==> src/rtl/canxl_aes_arbiter_if.sv <==
`default_nettype none
// ============================================================================
// Module   : canxl_aes_arbiter_if
// Brief    : Requester, engine and status bundle for the CAN-XL AES arbiter.
// Revision : 1.0 - initial release
// ============================================================================
interface canxl_aes_arbiter_if #(
  parameter int DATA_W = 128
);
  logic              tx_req;
  logic [DATA_W-1:0] tx_data;
  logic              tx_gnt;
  logic              tx_done;
  logic [DATA_W-1:0] tx_result;

  logic              rx_req;
  logic [DATA_W-1:0] rx_data;
  logic [DATA_W-1:0] rx_icv;
  logic              rx_gnt;
  logic              rx_done;
  logic [DATA_W-1:0] rx_result;
  logic              rx_icv_ok;

  logic              abort;
  logic              aes_enable;
  logic [DATA_W-1:0] aes_datain;
  logic [DATA_W-1:0] aes_dataout;
  logic              aes_done;
  logic              busy;
  logic              timeout_err;

  modport slave (
    input  tx_req, tx_data, rx_req, rx_data, rx_icv, abort, aes_dataout, aes_done,
    output tx_gnt, tx_done, tx_result, rx_gnt, rx_done, rx_result, rx_icv_ok,
           aes_enable, aes_datain, busy, timeout_err
  );

  modport master (
    output tx_req, tx_data, rx_req, rx_data, rx_icv, abort, aes_dataout, aes_done,
    input  tx_gnt, tx_done, tx_result, rx_gnt, rx_done, rx_result, rx_icv_ok,
           aes_enable, aes_datain, busy, timeout_err
  );
endinterface
`default_nettype wire

==> src/rtl/canxl_aes_arbiter.sv <==
`default_nettype none
// ============================================================================
// Module   : canxl_aes_arbiter
// Brief    : Round-robin share of one AES-128 engine between CAN-SEC TX ICV
//            generation and RX ICV verification, with watchdog and abort.
// Revision : 1.0 - initial release
// ============================================================================
module canxl_aes_arbiter #(
  parameter int DATA_W  = 128,
  parameter int TIMEOUT = 64,
  parameter int CNT_W   = 7
) (
  input  logic                  clk,
  input  logic                  g_rst_n,
  canxl_aes_arbiter_if.slave    bus
);

  localparam logic [1:0] c_IDLE = 2'd0;
  localparam logic [1:0] c_RUN  = 2'd1;
  localparam logic [1:0] c_RESP = 2'd2;
  localparam logic [1:0] c_GAP  = 2'd3;

  localparam logic c_OWN_TX = 1'b0;
  localparam logic c_OWN_RX = 1'b1;

  localparam logic [CNT_W-1:0] c_WD_LAST = CNT_W'(TIMEOUT - 1);

  logic [1:0]        state_q, state_d;
  logic              owner_q, owner_d;
  logic              last_q, last_d;
  logic [CNT_W-1:0]  wd_q, wd_d;
  logic [DATA_W-1:0] icv_q, icv_d;
  logic              en_q, en_d;
  logic [DATA_W-1:0] datain_q, datain_d;
  logic              tx_gnt_q, tx_gnt_d;
  logic              rx_gnt_q, rx_gnt_d;
  logic              tx_done_q, tx_done_d;
  logic              rx_done_q, rx_done_d;
  logic [DATA_W-1:0] tx_res_q, tx_res_d;
  logic [DATA_W-1:0] rx_res_q, rx_res_d;
  logic              ok_q, ok_d;
  logic              to_q, to_d;
  logic              w_pick_rx;

  // RX wins when alone, or on contention when TX was served last.
  assign w_pick_rx = bus.rx_req & (~bus.tx_req | (last_q == c_OWN_TX));

  always_comb begin
    state_d   = state_q;
    owner_d   = owner_q;
    last_d    = last_q;
    wd_d      = wd_q;
    icv_d     = icv_q;
    en_d      = en_q;
    datain_d  = datain_q;
    tx_gnt_d  = 1'b0;
    rx_gnt_d  = 1'b0;
    tx_done_d = 1'b0;
    rx_done_d = 1'b0;
    tx_res_d  = tx_res_q;
    rx_res_d  = rx_res_q;
    ok_d      = ok_q;
    to_d      = 1'b0;

    case (state_q)
      c_IDLE: begin
        if (bus.tx_req || bus.rx_req) begin
          owner_d = w_pick_rx;
          en_d    = 1'b1;
          wd_d    = '0;
          state_d = c_RUN;
          if (w_pick_rx) begin
            datain_d = bus.rx_data;
            icv_d    = bus.rx_icv;
            rx_gnt_d = 1'b1;
          end else begin
            datain_d = bus.tx_data;
            tx_gnt_d = 1'b1;
          end
        end
      end
      c_RUN: begin
        wd_d = wd_q + 1'b1;
        if (bus.abort) begin
          en_d    = 1'b0;
          state_d = c_GAP;
        end else if (bus.aes_done) begin
          en_d    = 1'b0;
          state_d = c_RESP;
          if (owner_q == c_OWN_RX) begin
            rx_res_d  = bus.aes_dataout;
            ok_d      = (bus.aes_dataout == icv_q);
            rx_done_d = 1'b1;
          end else begin
            tx_res_d  = bus.aes_dataout;
            tx_done_d = 1'b1;
          end
        end else if (wd_q == c_WD_LAST) begin
          // Engine hung: hand the owner a zero result so it is not left waiting.
          en_d    = 1'b0;
          to_d    = 1'b1;
          state_d = c_RESP;
          if (owner_q == c_OWN_RX) begin
            rx_res_d  = '0;
            ok_d      = 1'b0;
            rx_done_d = 1'b1;
          end else begin
            tx_res_d  = '0;
            tx_done_d = 1'b1;
          end
        end
      end
      c_RESP: begin
        last_d  = owner_q;
        state_d = c_GAP;
      end
      c_GAP: begin
        state_d = c_IDLE;
      end
      default: begin
        state_d = c_IDLE;
      end
    endcase
  end

  always_ff @(posedge clk or negedge g_rst_n) begin
    if (!g_rst_n) begin
      state_q   <= c_IDLE;
      owner_q   <= c_OWN_TX;
      last_q    <= c_OWN_TX;
      wd_q      <= '0;
      icv_q     <= '0;
      en_q      <= 1'b0;
      datain_q  <= '0;
      tx_gnt_q  <= 1'b0;
      rx_gnt_q  <= 1'b0;
      tx_done_q <= 1'b0;
      rx_done_q <= 1'b0;
      tx_res_q  <= '0;
      rx_res_q  <= '0;
      ok_q      <= 1'b0;
      to_q      <= 1'b0;
    end else begin
      state_q   <= state_d;
      owner_q   <= owner_d;
      last_q    <= last_d;
      wd_q      <= wd_d;
      icv_q     <= icv_d;
      en_q      <= en_d;
      datain_q  <= datain_d;
      tx_gnt_q  <= tx_gnt_d;
      rx_gnt_q  <= rx_gnt_d;
      tx_done_q <= tx_done_d;
      rx_done_q <= rx_done_d;
      tx_res_q  <= tx_res_d;
      rx_res_q  <= rx_res_d;
      ok_q      <= ok_d;
      to_q      <= to_d;
    end
  end

  assign bus.tx_gnt      = tx_gnt_q;
  assign bus.tx_done     = tx_done_q;
  assign bus.tx_result   = tx_res_q;
  assign bus.rx_gnt      = rx_gnt_q;
  assign bus.rx_done     = rx_done_q;
  assign bus.rx_result   = rx_res_q;
  assign bus.rx_icv_ok   = ok_q;
  assign bus.aes_enable  = en_q;
  assign bus.aes_datain  = datain_q;
  assign bus.busy        = (state_q != c_IDLE);
  assign bus.timeout_err = to_q;

endmodule
`default_nettype wire
==> src/flat_wrapper.sv <==
// flat-port wrapper written by rule: the top's interface ports become plain ports
module canxl_aes_arbiter_flat 
#(
  parameter int DATA_W  = 128,
  parameter int TIMEOUT = 64,
  parameter int CNT_W   = 7
)
  (clk, g_rst_n, bus_tx_req, bus_tx_data, bus_rx_req, bus_rx_data, bus_rx_icv, bus_abort, bus_aes_dataout, bus_aes_done, bus_tx_gnt, bus_tx_done, bus_tx_result, bus_rx_gnt, bus_rx_done, bus_rx_result, bus_rx_icv_ok, bus_aes_enable, bus_aes_datain, bus_busy, bus_timeout_err);
  canxl_aes_arbiter_if #(.DATA_W(DATA_W)) bus_i ();
  input  logic clk;
  input  logic g_rst_n;
  input wire logic [$bits(bus_i.tx_req)-1:0] bus_tx_req;
  input wire logic [$bits(bus_i.tx_data)-1:0] bus_tx_data;
  input wire logic [$bits(bus_i.rx_req)-1:0] bus_rx_req;
  input wire logic [$bits(bus_i.rx_data)-1:0] bus_rx_data;
  input wire logic [$bits(bus_i.rx_icv)-1:0] bus_rx_icv;
  input wire logic [$bits(bus_i.abort)-1:0] bus_abort;
  input wire logic [$bits(bus_i.aes_dataout)-1:0] bus_aes_dataout;
  input wire logic [$bits(bus_i.aes_done)-1:0] bus_aes_done;
  output wire logic [$bits(bus_i.tx_gnt)-1:0] bus_tx_gnt;
  output wire logic [$bits(bus_i.tx_done)-1:0] bus_tx_done;
  output wire logic [$bits(bus_i.tx_result)-1:0] bus_tx_result;
  output wire logic [$bits(bus_i.rx_gnt)-1:0] bus_rx_gnt;
  output wire logic [$bits(bus_i.rx_done)-1:0] bus_rx_done;
  output wire logic [$bits(bus_i.rx_result)-1:0] bus_rx_result;
  output wire logic [$bits(bus_i.rx_icv_ok)-1:0] bus_rx_icv_ok;
  output wire logic [$bits(bus_i.aes_enable)-1:0] bus_aes_enable;
  output wire logic [$bits(bus_i.aes_datain)-1:0] bus_aes_datain;
  output wire logic [$bits(bus_i.busy)-1:0] bus_busy;
  output wire logic [$bits(bus_i.timeout_err)-1:0] bus_timeout_err;
  assign bus_i.tx_req = bus_tx_req;
  assign bus_i.tx_data = bus_tx_data;
  assign bus_i.rx_req = bus_rx_req;
  assign bus_i.rx_data = bus_rx_data;
  assign bus_i.rx_icv = bus_rx_icv;
  assign bus_i.abort = bus_abort;
  assign bus_i.aes_dataout = bus_aes_dataout;
  assign bus_i.aes_done = bus_aes_done;
  assign bus_tx_gnt = bus_i.tx_gnt;
  assign bus_tx_done = bus_i.tx_done;
  assign bus_tx_result = bus_i.tx_result;
  assign bus_rx_gnt = bus_i.rx_gnt;
  assign bus_rx_done = bus_i.rx_done;
  assign bus_rx_result = bus_i.rx_result;
  assign bus_rx_icv_ok = bus_i.rx_icv_ok;
  assign bus_aes_enable = bus_i.aes_enable;
  assign bus_aes_datain = bus_i.aes_datain;
  assign bus_busy = bus_i.busy;
  assign bus_timeout_err = bus_i.timeout_err;
  canxl_aes_arbiter #(.DATA_W(DATA_W), .TIMEOUT(TIMEOUT), .CNT_W(CNT_W)) u_core (.clk(clk), .g_rst_n(g_rst_n), .bus(bus_i));
endmodule
==> config.mk <==
export PLATFORM = sky130hd
export DESIGN_NAME = canxl_aes_arbiter_flat
export DESIGN_NICKNAME = d
export VERILOG_FILES = /design/src/rtl/canxl_aes_arbiter_if.sv /design/src/rtl/canxl_aes_arbiter.sv /design/src/flat_wrapper.sv
export SDC_FILE = /design/constraint.sdc
export NUM_CORES = 1
export LEC_CHECK = 0
export CORE_AREA = 3 3 352 354
export DETAILED_ROUTE_END_ITERATION = 10
export DIE_AREA = 0 0 355 357
export PLACE_DENSITY = 0.42
export SLEW_MARGIN = 20
export SYNTH_ARGS = -nofsm -noshare
export SYNTH_HDL_FRONTEND = slang
export SYNTH_SLANG_ARGS = --single-unit
==> constraint.sdc <==
create_clock -name clk -period 2.2 [get_ports clk]
set_input_delay 0.33 -clock clk [delete_from_list [all_inputs] [get_ports clk]]
set_output_delay 0.33 -clock clk [all_outputs]
set_load 0.05 [all_outputs]
==> flow_metrics.env <==
export IMPL_grt_overflow=0
export IMPL_fin_setup_tns_ns=-0.966
export IMPL_crit_path_end_kind="flop"
export IMPL_maxCapViolations=0
export IMPL_die_x_microns=355
export IMPL_via_count=19227
export IMPL_p_sw_mw=28.5
export IMPL_start_util=0.179
export IMPL_seqPwrFrac=0.288
export IMPL_place_port_buffers=909
export IMPL_ys_ff_latch=530
export IMPL_fin_area_sq_mm=0.0374
export IMPL_rows=128
export IMPL_finalPower_mw=61.2
export IMPL_hold_class="in2reg"
export IMPL_grt_pass1_wl_microns=170000
export IMPL_final_cells=4545
export IMPL_syn_area_sq_mm=0.0218
export IMPL_root_buffer="clkbuf_16"
export IMPL_synth_area_top_cells="dfrtp_1, a22o_1, mux2i_1"
export IMPL_ys_flop_type="dfrtp_1"
export IMPL_rr_worst_depth=9
export IMPL_drt_total_wl_microns=128000
export IMPL_power_share_clock=0.192
export IMPL_die_y_microns=357
export IMPL_antenna_found_initial=80
export IMPL_synth_top_area_cell="dfrtp_1"
export IMPL_worstPathMaxFanout=9
export IMPL_avgSynthCellArea_sq_um=12.5
export IMPL_synthArstFlopShare=1.00
export IMPL_p_leak_nw=16.9
export IMPL_grt_setup_unrepaired="true"
export IMPL_powerDensity_mw_per_mm2=1630
export IMPL_setup_ws_ns=-0.0505
export IMPL_fin_skew_ns=0.0287
export IMPL_fmax_ghz=0.444
export IMPL_first_iter_violations=985
export IMPL_relSlewSlack=0.453
export IMPL_worst_pin_slew_ns=0.812
export IMPL_area_growth_pct=71.9
export IMPL_drc=0
export IMPL_fin_util=0.308
export IMPL_grt_util_all_layers=0.191
export IMPL_dp_hpwl_microns=102000
export IMPL_crit_path_start_kind="flop"
export IMPL_die_area_sq_mm=0.127
export IMPL_final_nets=3377
export IMPL_cts_tree="built"
export IMPL_critical_path_arrival_ns=2.76
export IMPL_synth_common_cells="dfrtp_1, a22o_1, o21ai_0"
export IMPL_synth_top_cell_area_share=0.609
export IMPL_required_ns=2.71
export IMPL_worstSetupPathType="reg2reg"
export IMPL_finalSetupViolCount=65
export IMPL_clock_sinks=530
export IMPL_final_hold_viol_count=0
export IMPL_insertion_delay_ns=0.64
export IMPL_postRouteAntennaNets=0
export IMPL_status="complete, but fails checks"
export IMPL_period_share=1.02
export IMPL_clk_pin_slew_ns=0.06
export IMPL_pin_count=910
export IMPL_p_int_mw=32.6
export IMPL_place_area_sq_mm=0.0345
export IMPL_cts_buffers=70
export IMPL_synth_edff_count=0
export IMPL_pwr_share_comb=0.520
export IMPL_synth_seq_area_share=0.609
export IMPL_dp_cells=4371
export IMPL_routabilityCongestion=0.939
export IMPL_slew_viol_final=0
export IMPL_dr_pass1_iters=5
export IMPL_clock_path_buffers=3
export IMPL_synth_most_common_cell="dfrtp_1"
export IMPL_htreeDepth=3
export IMPL_wl_per_cell_microns=28.2
export IMPL_period_needed_ns=2.25
export IMPL_synth_warnings=0
export IMPL_vias_per_cell=4.23
export IMPL_drive_gt1_frac=0.171
export IMPL_hold_depth=3
export IMPL_grt_max_degree=81
export IMPL_netlist_instances=1740
export IMPL_violations="setup timing"
export IMPL_synth_cell_type_count=45
export IMPL_grt_pass1_vias=20578
export IMPL_core_sq_mm=0.121
export IMPL_ir_drop_mv=0.899
export IMPL_swShare=0.467
export IMPL_syn_nets=2262
-- flip-flops by register name (all words and copies together) (netlist names), 2 cells and up --
name	cells
u_core.bus.aes_datain	128
u_core.bus.rx_result	128
u_core.bus.tx_result	128
u_core.icv_q	128
u_core.state_q	2
u_core.wd_q	7
-- cells in the final DEF (no fill, tap or decap), types with 3 or more instances in the layout --
cell | synthesis | routed
a2111oi_0 | 5 | 4
a21oi_1 | 3 | 3
a221oi_1 | 8 | 8
a22o_1 | 260 | 260
buf_12 | 0 | 45
buf_16 | 0 | 6
buf_4 | 0 | 198
buf_6 | 10 | 6
buf_8 | 0 | 3
bufinv_16 | 0 | 3
clkbuf_1 | 68 | 11
clkbuf_16 | 0 | 83
clkbuf_8 | 0 | 18
clkdlybuf4s50_1 | 0 | 674
clkinv_2 | 0 | 8
dfrtp_1 | 530 | 530
diode_2 | 0 | 15
dlygate4sd2_1 | 0 | 197
dlymetal6s2s_1 | 0 | 20
inv_1 | 65 | 64
mux2_2 | 98 | 98
mux2i_1 | 129 | 129
nand2_1 | 162 | 162
nand2b_1 | 8 | 8
nand3_1 | 6 | 6
nand4_1 | 18 | 18
nor2_1 | 11 | 10
nor2b_1 | 5 | 5
nor4_1 | 15 | 13
o21ai_0 | 164 | 164
o22ai_1 | 17 | 17
o2bb2ai_1 | 14 | 14
xnor2_1 | 46 | 44
xor2_1 | 27 | 27
-- critical path, cell delays in order, from the launching register on --
cell,delay [ns]
dfrtp_1,0.35
ha_2,0.19
nand4_1,0.13
nor3_2,0.23
nor2_2,0.06
buf_4,0.13
or3_4,0.37
buf_12,0.18
clkbuf_16,0.20
a22o_1,0.23
-- power groups by stage --
stage	combinational (mW)	sequential (mW)	clock, mW
after detailed placement	33.0	17.7	0
after CTS	32.0	17.6	12.2
final	31.8	17.6	11.8
after global routing	33.3	18.2	12.5
after floorplan	7.15	29.4	0
after global placement	32.8	17.6	0
-- per-layer routing --
layer	vias to the layer above	GRT usage	share of wire	routed length, microns
met2	804	0.342	0.51	65200
met1	9627	0.213	0.38	49000
met5	-	0	0.0021	269
li1	8581	-	-	-
met4	40	0.0469	0.020	2590
met3	175	0.0727	0.086	11000
-- cells by family after synthesis --
logic type | count (synthesis) | share of synthesized area
AO/OA/AOI/OAI | 486 | 0.165
XOR/XNOR | 73 | 0.0294
adder cells (fa/ha/maj) | 4 | 0.00230
buffers and inverters | 183 | 0.0364
flip-flops | 530 | 0.609
multiplexers | 227 | 0.110
AND/OR/NAND/NOR | 237 | 0.0484
-- stage by stage --
step / hold WS (ns) / worst slack, ns
6_report: 0.254 / -0.0505
5_1_grt: 0.249 / -0.132
4_1_cts: 0.196 / -0.101
3_5_place_dp: 0.367 / -1.25
3_3_place_gp: 0.364 / -1.29
2_1_floorplan: 0.0344 / 0.131
-- cell type report --
class	count	area (sq um)
fill	12533	84000
antenna	15	37.5
sequential	530	13300
tap	1625	2030
multi-input combinational	1027	7830
clock buffer	101	2090
timing repair buffer	1161	11700
inverter	65	244
clock inverter	21	263
-- path summary, 6_finish.rpt --
path,from,endpoint,slack [ns]
max in group asynchronous,g_rst_n,u_core.bus.tx_result[42],1.02
worst min-delay path,bus_rx_icv[84],u_core.icv_q[84],0.25
worst min register to register,u_core.bus.aes_datain[45],u_core.bus.aes_datain[45],0.47
min in group asynchronous,g_rst_n,u_core.bus.aes_datain[67],0.30
worst max-delay path,u_core.wd_q[1],u_core.bus.tx_result[73],-0.05
worst max register to register,u_core.wd_q[1],u_core.bus.tx_result[73],-0.05
-- timing repair --
item,4_1_cts,5_1_grt
pin swaps,89,66
buffers inserted,15,5
resized for setup,213,45
hold endpoints to repair,34,0
endpoints found under the setup margin,397,231
hold buffers,1,0
gates cloned,2,15
Note: power is estimated with default switching activity, not from simulation.
